**src/rtl/btn_pkg.sv**
```systemverilog
// Shared definitions for the push-button conditioning blocks.
// Debounce state encoding and the default timing used by every top level.
package btn_pkg;

    localparam logic [1:0] ST_ZERO  = 2'b00;
    localparam logic [1:0] ST_WAIT1 = 2'b01;
    localparam logic [1:0] ST_ONE   = 2'b10;
    localparam logic [1:0] ST_WAIT0 = 2'b11;

    typedef enum logic [1:0] {
        ZERO  = ST_ZERO,
        WAIT1 = ST_WAIT1,
        ONE   = ST_ONE,
        WAIT0 = ST_WAIT0
    } db_state_e;

    // About 10.5 ms per sample tick at 50 MHz.
    localparam int DB_N_DEFAULT       = 19;
    localparam int DB_CONFIRM_DEFAULT = 3;

    localparam int CONF_W = 4;

    // Last confirm count before a new level is accepted.
    function automatic logic [CONF_W-1:0] conf_last(input int confirm);
        return CONF_W'(confirm - 1);
    endfunction

endpackage

```
**src/rtl/sample_tick_gen.sv**
```systemverilog
// Free-running sample tick: one-cycle pulse every 2^N clk cycles.
// Shared by the debouncer and the display refresh multiplexer.
module sample_tick_gen
    import btn_pkg::*;
#(
    parameter int N = DB_N_DEFAULT
) (
    input  logic clk,
    input  logic reset,
    output logic m_tick
);

    localparam logic [N-1:0] CNT_INC = N'(1);

    logic [N-1:0] cnt;

    // Wrapping counter; never disturbed by downstream activity.
    always_ff @(posedge clk or posedge reset) begin
        if (reset) begin
            cnt <= '0;
        end else begin
            cnt <= cnt + CNT_INC;
        end
    end

    assign m_tick = &cnt;

endmodule

```
**src/rtl/btn_db_edge.sv**
```systemverilog
// Button conditioner: synchronizer, debounce FSM and event ticks.
// Produces a clean level, rise/fall ticks and a raw bounce tick.
module btn_db_edge
    import btn_pkg::*;
#(
    parameter int N          = DB_N_DEFAULT,
    parameter int CONFIRM    = DB_CONFIRM_DEFAULT,
    parameter int ACTIVE_LOW = 1
) (
    input  logic clk,
    input  logic reset,
    input  logic sw_raw,
    output logic db_level,
    output logic db_rise_tick,
    output logic db_fall_tick,
    output logic raw_tick
);

    localparam logic INV = (ACTIVE_LOW != 0);
    // Pin level of a released button, so sw_s resets to 0.
    localparam logic REL_PIN = INV;
    localparam logic [CONF_W-1:0] C_LAST = conf_last(CONFIRM);
    localparam logic [CONF_W-1:0] C_INC  = CONF_W'(1);

    logic                sync_q1;
    logic                sync_q2;
    logic                sw_s;
    logic                sw_d;
    logic                m_tick;
    logic                db_level_d;
    db_state_e           state;
    logic [CONF_W-1:0]   cnt_c;

    // Two-flop synchronizer for the asynchronous pin.
    always_ff @(posedge clk or posedge reset) begin
        if (reset) begin
            sync_q1 <= REL_PIN;
            sync_q2 <= REL_PIN;
        end else begin
            sync_q1 <= sw_raw;
            sync_q2 <= sync_q1;
        end
    end

    assign sw_s = sync_q2 ^ INV;

    // Previous synchronized level for raw edge detection.
    always_ff @(posedge clk or posedge reset) begin
        if (reset) begin
            sw_d <= 1'b0;
        end else begin
            sw_d <= sw_s;
        end
    end

    assign raw_tick = sw_s & ~sw_d;

    sample_tick_gen #(
        .N (N)
    ) u_tick (
        .clk    (clk),
        .reset  (reset),
        .m_tick (m_tick)
    );

    // Debounce FSM; a revert beats a coincident sample tick.
    always_ff @(posedge clk or posedge reset) begin
        if (reset) begin
            state    <= ZERO;
            cnt_c    <= '0;
            db_level <= 1'b0;
        end else begin
            unique case (state)
                ZERO: begin
                    if (sw_s) begin
                        state <= WAIT1;
                        cnt_c <= '0;
                    end
                end
                WAIT1: begin
                    if (!sw_s) begin
                        state <= ZERO;
                    end else if (m_tick) begin
                        if (cnt_c == C_LAST) begin
                            state    <= ONE;
                            db_level <= 1'b1;
                        end else begin
                            cnt_c <= cnt_c + C_INC;
                        end
                    end
                end
                ONE: begin
                    if (!sw_s) begin
                        state <= WAIT0;
                        cnt_c <= '0;
                    end
                end
                WAIT0: begin
                    if (sw_s) begin
                        state <= ONE;
                    end else if (m_tick) begin
                        if (cnt_c == C_LAST) begin
                            state    <= ZERO;
                            db_level <= 1'b0;
                        end else begin
                            cnt_c <= cnt_c + C_INC;
                        end
                    end
                end
                default: begin
                    state    <= ZERO;
                    db_level <= 1'b0;
                end
            endcase
        end
    end

    // Delayed level for the one-cycle event ticks.
    always_ff @(posedge clk or posedge reset) begin
        if (reset) begin
            db_level_d <= 1'b0;
        end else begin
            db_level_d <= db_level;
        end
    end

    assign db_rise_tick = db_level & ~db_level_d;
    assign db_fall_tick = ~db_level & db_level_d;

endmodule

```
**config.mk**
```make
export PLATFORM = sky130hd
export DESIGN_NAME = btn_db_edge
export DESIGN_NICKNAME = d
export VERILOG_FILES = /design/src/rtl/btn_pkg.sv /design/src/rtl/sample_tick_gen.sv /design/src/rtl/btn_db_edge.sv
export SDC_FILE = /design/constraint.sdc
export NUM_CORES = 1
export LEC_CHECK = 0
export ABC_AREA = 0
export BUFFER_PORTS_ARGS = -buffer_cell sky130_fd_sc_hd__buf_2
export CORE_ASPECT_RATIO = 1.2
export CORE_MARGIN = 1.5
export CORE_UTILIZATION = 34
export DETAILED_ROUTE_END_ITERATION = 10
export GPL_TIMING_DRIVEN = 1
export SKIP_CTS_REPAIR_TIMING = 1
export SYNTH_ARGS = -nofsm -noshare
export SYNTH_HDL_FRONTEND = slang
export SYNTH_HIERARCHICAL = 1
export SYNTH_SLANG_ARGS = --single-unit
```
**constraint.sdc**
```tcl
create_clock -name clk -period 3 [get_ports clk]
set_input_delay 0.45 -clock clk [delete_from_list [all_inputs] [get_ports clk]]
set_output_delay 0.45 -clock clk [all_outputs]
set_load 0.01 [all_outputs]
```
# --- Yosys cells after proc, flatten, opt, wreduce, memory -nomap -nowiden ---
# Cells that the tools add are included.
# W data, S select, Z words.
classes:
  add_sub_neg: 2
  multipliers: 0
  div_mod_pow: 0
  order_cmp: 0
  n_eq_ne: 16
  n_shift: 0
  n_mux: 23
  n_bitwise: 7
  reduce_logical: 6
ops:
  columns: ["op", "n"]
  rows:
  - ["$mux W4", 6]
  - ["$add A19 B1 Y19 const B", 1]
  - ["$reduce_and A19 Y1", 1]
  - ["$mux W2", 8]
  - ["$ne A2 B2 Y1 const B", 8]
  - ["$pmux W4 S4", 1]
  - ["$ne A3 B3 Y1 const B", 4]
  - ["$pmux W2 S4", 1]
  - ["$reduce_and A7 Y1", 1]
  - ["$mux W1", 6]
  - ["$reduce_and A6 Y1", 1]
  - ["$add A4 B1 Y4 const B", 1]
  - ["$eq A2 B2 Y1 const B", 2]
  - ["$eq A4 B2 Y1 const B", 1]
  - ["$not A1 Y1", 4]
  - ["$reduce_and A4 Y1", 1]
  - ["$and A1 B1 Y1", 3]
  - ["$eq A2 B1 Y1 const B", 1]
  - ["$logic_not A2 Y1", 1]
  - ["$pmux W1 S2", 1]
  - ["$reduce_bool A2 Y1", 1]
word_totals:
  regBits: 30
  latch_bits: 0
  ramBits: 0
  mem_bits_ro: 0
  input_bits: 3
  output_inout_bits: 4
  word_cells: 62
  mem_count: 0

# --- Depth between registers and ports, before layout ---
# Gate-level depths: netlist (run 1).
depth:
  ltp_word: 5
  depth_mapped: 8

# --- Hierarchy ---
# Netlist (run 1), hierarchy kept.
modules_own_cells:
  columns: ["mod", "instances", "cells_per_inst", "area_per_inst_um2"]
  rows:
  - ["sample_tick_gen", 1, 68, 834.6]
  - ["btn_db_edge", 1, 48, 514.2]

# --- Worst setup path after synthesis (run 1) ---
# OpenSTA, ideal clock, no wires.
synth_timing:
  kind: "reg-to-reg"
  from: "register u_tick.cnt[0]"
  to: "register with a tool-made name"
  setup_ns: 0.125
  arrival_time_ns: 1.806
  path_slack_ns: 1.069
  stages_incl_launch_ff: 9
  cell_sequence: "dfrtp_1 ha_1 nand4_1 nor2_1 and3_1 and2_1 nand2_1 nor2_1 mux2_2"
synth_rtl:
  columns: ["item", "line_no", "rtl"]
  rows:
  - ["start: declaration", "sample_tick_gen.sv:15", "logic [N-1:0] cnt;"]
  - ["start signal: assignment", "sample_tick_gen.sv:22", "cnt <= cnt + CNT_INC;"]

==> impl_results.md, run 1 <==
* CTS tree: built
* CP arrival at 2.32 ns
* Hold Path Class: input pin to asynchronous set/reset pin
* DP HPWL at 1610 µm
* DRT Wirelength at 2290 µm
* TritonCTS Buffers at 5
* Largest net degree at the start of global routing at 20
* Core area at 3720 µm²
* Global-route wire length before repair at 3910 µm
* Post-Syn Nets at 122
* Mapped cell area at 1350 µm²
* Layout fillers at 378
* Max clock buf depth at 2
* Die height at 72.0 µm
* Seq cells post-synth at 30
* Fmax at 465 MHz
* Max_slew headroom at 0.530
* DRC at 0
* Unique masters post-synth at 34
* Die footprint at 4360 µm²
* Number of diodes at 0
* Drt pass-1 iters at 4
* 1st-iter DRT viols at 42
* Later-pin clock latency in the skew report at 0.28 ns
* Most frequent cells in the layout: dfrtp_1 (28), xnor2_1 (10), nand2_1 (9)
* # rows at 24
* Die W at 60.5 µm
* H-tree Lvls at 2
* Worst R2R Path Depth at 8
* WL per Instance at 12.7 µm
* Overflow after GRT at 0
* Combinational Power Share at 0.021
* Initial Util at 0.362
* Share of layout cells above drive strength 1 at 0.178
* Critical Setup Path Class: flop to flop
* Syn_area_per_cell at 11.6 µm²
* Net switching power at 0.000164 W
* Critical path required time at 3.17 ns
* Crit path time final at 2.15 ns
* Clock power share at 0.439
* Seq pwr share at 0.540
* Switching part of the total at 0.216
* Worst slew pin tran at 0.704 ns
* CP Max Fanout at 6
* Vias in the first global route at 885
* Peak supply drop at 0.231 mV
* Setup violators final at 0
* Async set or reset register ratio after synthesis at 1.00
* IO Pins at 7
* Worst-path clk slew at 0.07 ns
* Post-Synthesis Cells at 116
* Layout net count at 134
* Routability cong. at 0.795
* Power, Total at 0.000761 W
* Layout area overhead at 13.5%
* Setup_tns at 0 ns
* Max-cap violations at 0
* Internal power at 0.000596 W
* CP Capture Type: flop
* ANT nets after route at 0
* Worst Skew at 0.00878 ns
* Most common cell after layout, fill and taps aside: dfrtp_1
* Multi-input logic area at 561 µm²
* Via Count at 863
* Leak at 0.742 nW
* Ys Warns at 6
* Seq/Total Area, Yosys at 0.558
* Tcrit/Tclk final at 0.717
* Number of clock sinks at 30
* RSZ-0062 raised after global routing: no
* Reg area at 753 µm²
* EDFF count, synth at 0
* Vias per inst at 4.77
* Slew Limit Fails at 0
* Root Driver: clkbuf_8
* Top_reg_cell synth: dfrtp_1
* IO buf count at 6
* Global Route Usage Sum at 0.124
* Startpoint types: flop
* Final hold vios at 0
* Power Density at 497 nW/µm²
* Initial antenna violation count at 0
* Outcome: finished clean
==> layout make-up <==
| cell class | instances | area share |
|---|---|---|
| multi-input cells | 77 | 0.366 |
| clock buffers | 7 | 0.0564 |
| flip-flops and latches | 30 | 0.492 |
| well taps | 52 | 0.0425 |
| clock inverters | 1 | 0.00327 |
| inverters | 8 | 0.0196 |
| repair buffers | 6 | 0.0196 |
==> flip-flops by register name, summed over array words and instances, names as in the netlist, named ones only <==
name / count
sw_d: 1
sync_q1: 1
db_level: 1
cnt_c: 4
sync_q2: 1
state: 1
db_level_d: 1
u_tick/cnt: 19
==> cells by family after synthesis <==
group                      Yosys count  synth area share
DFF                                 30             0.558
xor gates and xnor gates            18             0.117
and+or+nand+nor                     45             0.205
buffers and inverters                9            0.0260
adders and majority gates            3            0.0278
muxes                                1           0.00835
AOI/OAI and AO/OA                   10            0.0575
==> metrics by stage <==
step,utilization,area (µm²),instances,worst slack (ns),hold slack (ns)
2_1_floorplan,-,1350,116,1.07,0.301
3_3_place_gp,0.386,1440,173,0.954,0.347
3_5_place_dp,0.386,1440,173,0.875,0.350
4_1_cts,0.411,1530,181,0.848,0.156
5_1_grt,0.411,1530,181,0.638,0.179
6_report,0.411,1530,181,0.850,0.156
==> Yosys cell counts (2+ instances only) <==
master / number / share of area
dfrtp_1: 28 / 0.52
xnor2_1: 10 / 0.065
nand2_1: 9 / 0.025
inv_1: 8 / 0.022
xor2_1: 8 / 0.052
nand3_1: 6 / 0.022
nor2_1: 6 / 0.017
and3_1: 4 / 0.019
nand4_1: 4 / 0.019
ha_1: 3 / 0.028
nor3_1: 3 / 0.011
a21oi_1: 2 / 0.0074
a221o_1: 2 / 0.015
dfstp_2: 2 / 0.039
nor2b_1: 2 / 0.0093
==> power groups by stage <==
stage / registers (W) / logic (W) / clock network [W]
final: 0.000411 / 0.0000157 / 0.000334
after global routing: 0.000411 / 0.0000187 / 0.000365
after CTS: 0.000411 / 0.0000166 / 0.000347
after detailed placement: 0.000418 / 0.0000165 / 0
after global placement: 0.000418 / 0.0000156 / 0
after floorplan: 0.000417 / 0.0000110 / 0
==> path summary, 6_finish.rpt <==
path	end	slack [ns]	startpoint
worst max-delay path	flop	0.85	u_tick/cnt[0]
worst min-delay path	asynchronous set/reset pin	0.16	reset
worst max register to register	flop	0.85	u_tick/cnt[0]
worst min register to register	sync_q2	0.35	sync_q1
max in group asynchronous	u_tick/cnt[14]	2.26	reset
min in group clk	sync_q1	0.26	sw_raw
==> layer usage <==
metal | up-vias | routed length [µm] | global-route usage
met5 | - | 0 | 0
met1 | 421 | 920 | 0.120
met4 | 0 | 54 | 0.0580
li1 | 421 | - | -
met3 | 6 | 86 | 0.0535
met2 | 15 | 1230 | 0.220
==> worst max-delay path, stage by stage (launching register included) <==
cell and delay [ns]:
dfrtp_1 0.39, ha_1 0.23, nand4_1 0.13, nor2_1 0.20
and3_1 0.21, and2_1 0.24, nand2_1 0.12, nor2_1 0.15
mux2_2 0.36
No activity file was read; power rests on OpenSTA's default activity.
==> run 2: changes to the inputs <==
==> constraint.sdc (replaced) <==
create_clock -name clk -period 2.04 [get_ports clk]
set_input_delay 0.306 -clock clk [delete_from_list [all_inputs] [get_ports clk]]
set_output_delay 0.306 -clock clk [all_outputs]
set_load 0.01 [all_outputs]
==> run 2 against run 1 <==
Die area unchanged. Clock skew down 0.0039 ns. Critical path depth unchanged. Critical path type unchanged.
==> impl_results.md, run 2 (synthesis gave the netlist of run 1 again) <==
* Outcome: finished clean
* Max-cap violations at 0
* # placed instances at 176
* Startpoint types: flop
* Clock power share at 0.435
* Die height at 72.0 µm
* 1st-iter DRT viols at 77
* TritonCTS Buffers at 5
* Reg area at 753 µm²
* CP Capture Type: flop
* Buf+Inv Stages, Crit Path at 0
* Critical path's slowest cell: dfrtp_1
* Number of clock sinks at 30
* Layout area overhead at 18.3%
* Switching part of the total at 0.210
* Cell Chain, Critical Path: ha_4, nand4_1, nor2_1, and3_1, and2_1, nand2_1, nor2_2, mux2_2
* Leak at 0.772 nW
* Die W at 60.5 µm
* Worst Skew at 0.00492 ns
* Internal power at 0.000878 W
* Crit path largest cell delay at 0.40 ns
* Fmax at 528 MHz
* Seq pwr share at 0.543
* Non-filler cells, final at 187
* Most frequent cells in the layout: dfrtp_1 (28), xnor2_1 (10), nand2_1 (9)
* Combinational Power Share at 0.022
* Initial antenna violation count at 0
* IO buf count at 6
* Power Density at 697 nW/µm²
* Vias in the first global route at 913
* DP HPWL at 1530 µm
* RSZ-0062 raised after global routing: no
* H-tree Lvls at 2
* Core area at 3720 µm²
* CP Max Fanout at 4
* Layout net count at 140
* CP arrival at 2.06 ns
* Layout fillers at 364
* Multi-input logic area at 581 µm²
* Overflow after GRT at 0
* Root Driver: clkbuf_8
* # rows at 24
* Vias per inst at 4.77
* Worst-path clk slew at 0.06 ns
* Die footprint at 4360 µm²
* Net switching power at 0.000234 W
* Critical path required time at 2.20 ns
* Global-route wire length before repair at 3970 µm
* Hold Path Class: input pin to asynchronous set/reset pin
* Max reg flops at 19
* Drt pass-1 iters at 4
* Tcrit/Tclk final at 0.929
* Later-pin clock latency in the skew report at 0.28 ns
* DRT Wirelength at 2220 µm
* Share of layout cells above drive strength 1 at 0.237
* CTS tree: built
* CP top delay family: simple AND/OR/NAND/NOR gates
* Critical Setup Path Class: flop to flop
* Crit path time final at 1.89 ns
* Reg with most FFs: u_tick/cnt
* Largest net degree at the start of global routing at 20
* Number of diodes at 0
* WL per Instance at 11.9 µm
* Worst slew pin tran at 0.695 ns
* R2R Setup Slk at 0.15 ns
* Peak supply drop at 0.337 mV
* ANT nets after route at 0
* Most common cell after layout, fill and taps aside: dfrtp_1
* Via Count at 892
* Initial Util at 0.362
* Routability cong. at 0.835
* Global Route Usage Sum at 0.126
* Max clock buf depth at 2
* Setup violators final at 0
* Crit. path cell count at 8
* Worst R2R Path Depth at 8
* Reg-to-Reg Start: u_tick/cnt[0]
* IO Pins at 7
* Setup_tns at 0 ns
* Slew Limit Fails at 0
* Max_slew headroom at 0.536
* Final hold vios at 0
* DRC at 0
* Largest registers: u_tick/cnt (19), cnt_c (4)
[run 2: cell types whose count changed in the layout (fill, tap and decap cells not counted), sizes merged]
cell,previous run,this run
buf,6,12
[run 2: stage by stage]
stage          hold slack (ns)  instance area [µm²]  utilization  setup WS, ns  power (W)
4_1_cts                 0.0240                 1550        0.417        0.0326    0.00113
3_3_place_gp             0.325                 1460        0.392         0.119   0.000639
3_5_place_dp             0.328                 1460        0.392        0.0508   0.000640
6_report                0.0187                 1600        0.428         0.145    0.00111
5_1_grt                 0.0531                 1600        0.428      0.000396    0.00116
2_1_floorplan            0.157                 1350            -         0.109   0.000630
[run 2: layout make-up]
type                    count  area share
clock buffers               7      0.0541
inverters                   8      0.0188
well taps                  52      0.0408
multi-input cells          77       0.364
flip-flops and latches     30       0.472
clock inverters             1     0.00314
repair buffers             12      0.0471
[run 2: worst max path at each step]
stage | startpoint | slack (ns) | end
floorplan | u_tick/cnt[0] | 0.11 | flop
global placement | u_tick/cnt[0] | 0.12 | flop
detailed placement | u_tick/cnt[0] | 0.05 | flop
CTS | u_tick/cnt[0] | 0.03 | flop
global route | u_tick/cnt[12] | 0.0004 | flop
finish | u_tick/cnt[0] | 0.15 | flop
[run 2: worst reg2reg max path: cells and delay by family, from the launching register on]
family | cells | cell delay [ns]
simple gates | 6 | 0.87
flops | 1 | 0.40
mux | 1 | 0.33
fa+ha+maj | 1 | 0.17
[run 2: per-layer routing]
metal,vias to the layer above,part of all wire,track usage
met5,-,0,0
met3,4,0.034,0.0499
li1,431,-,-
met1,443,0.43,0.133
met4,0,0.017,0.0749
met2,14,0.52,0.208
[run 2: power by group through the flow]
stage	clock (W)	sequential (W)	combinational [W]
2_1_floorplan	0	0.000614	0.0000162
3_3_place_gp	0	0.000614	0.0000249
3_5_place_dp	0	0.000615	0.0000257
4_1_cts	0.000505	0.000604	0.0000258
5_1_grt	0.000529	0.000604	0.0000298
6_report	0.000484	0.000604	0.0000244
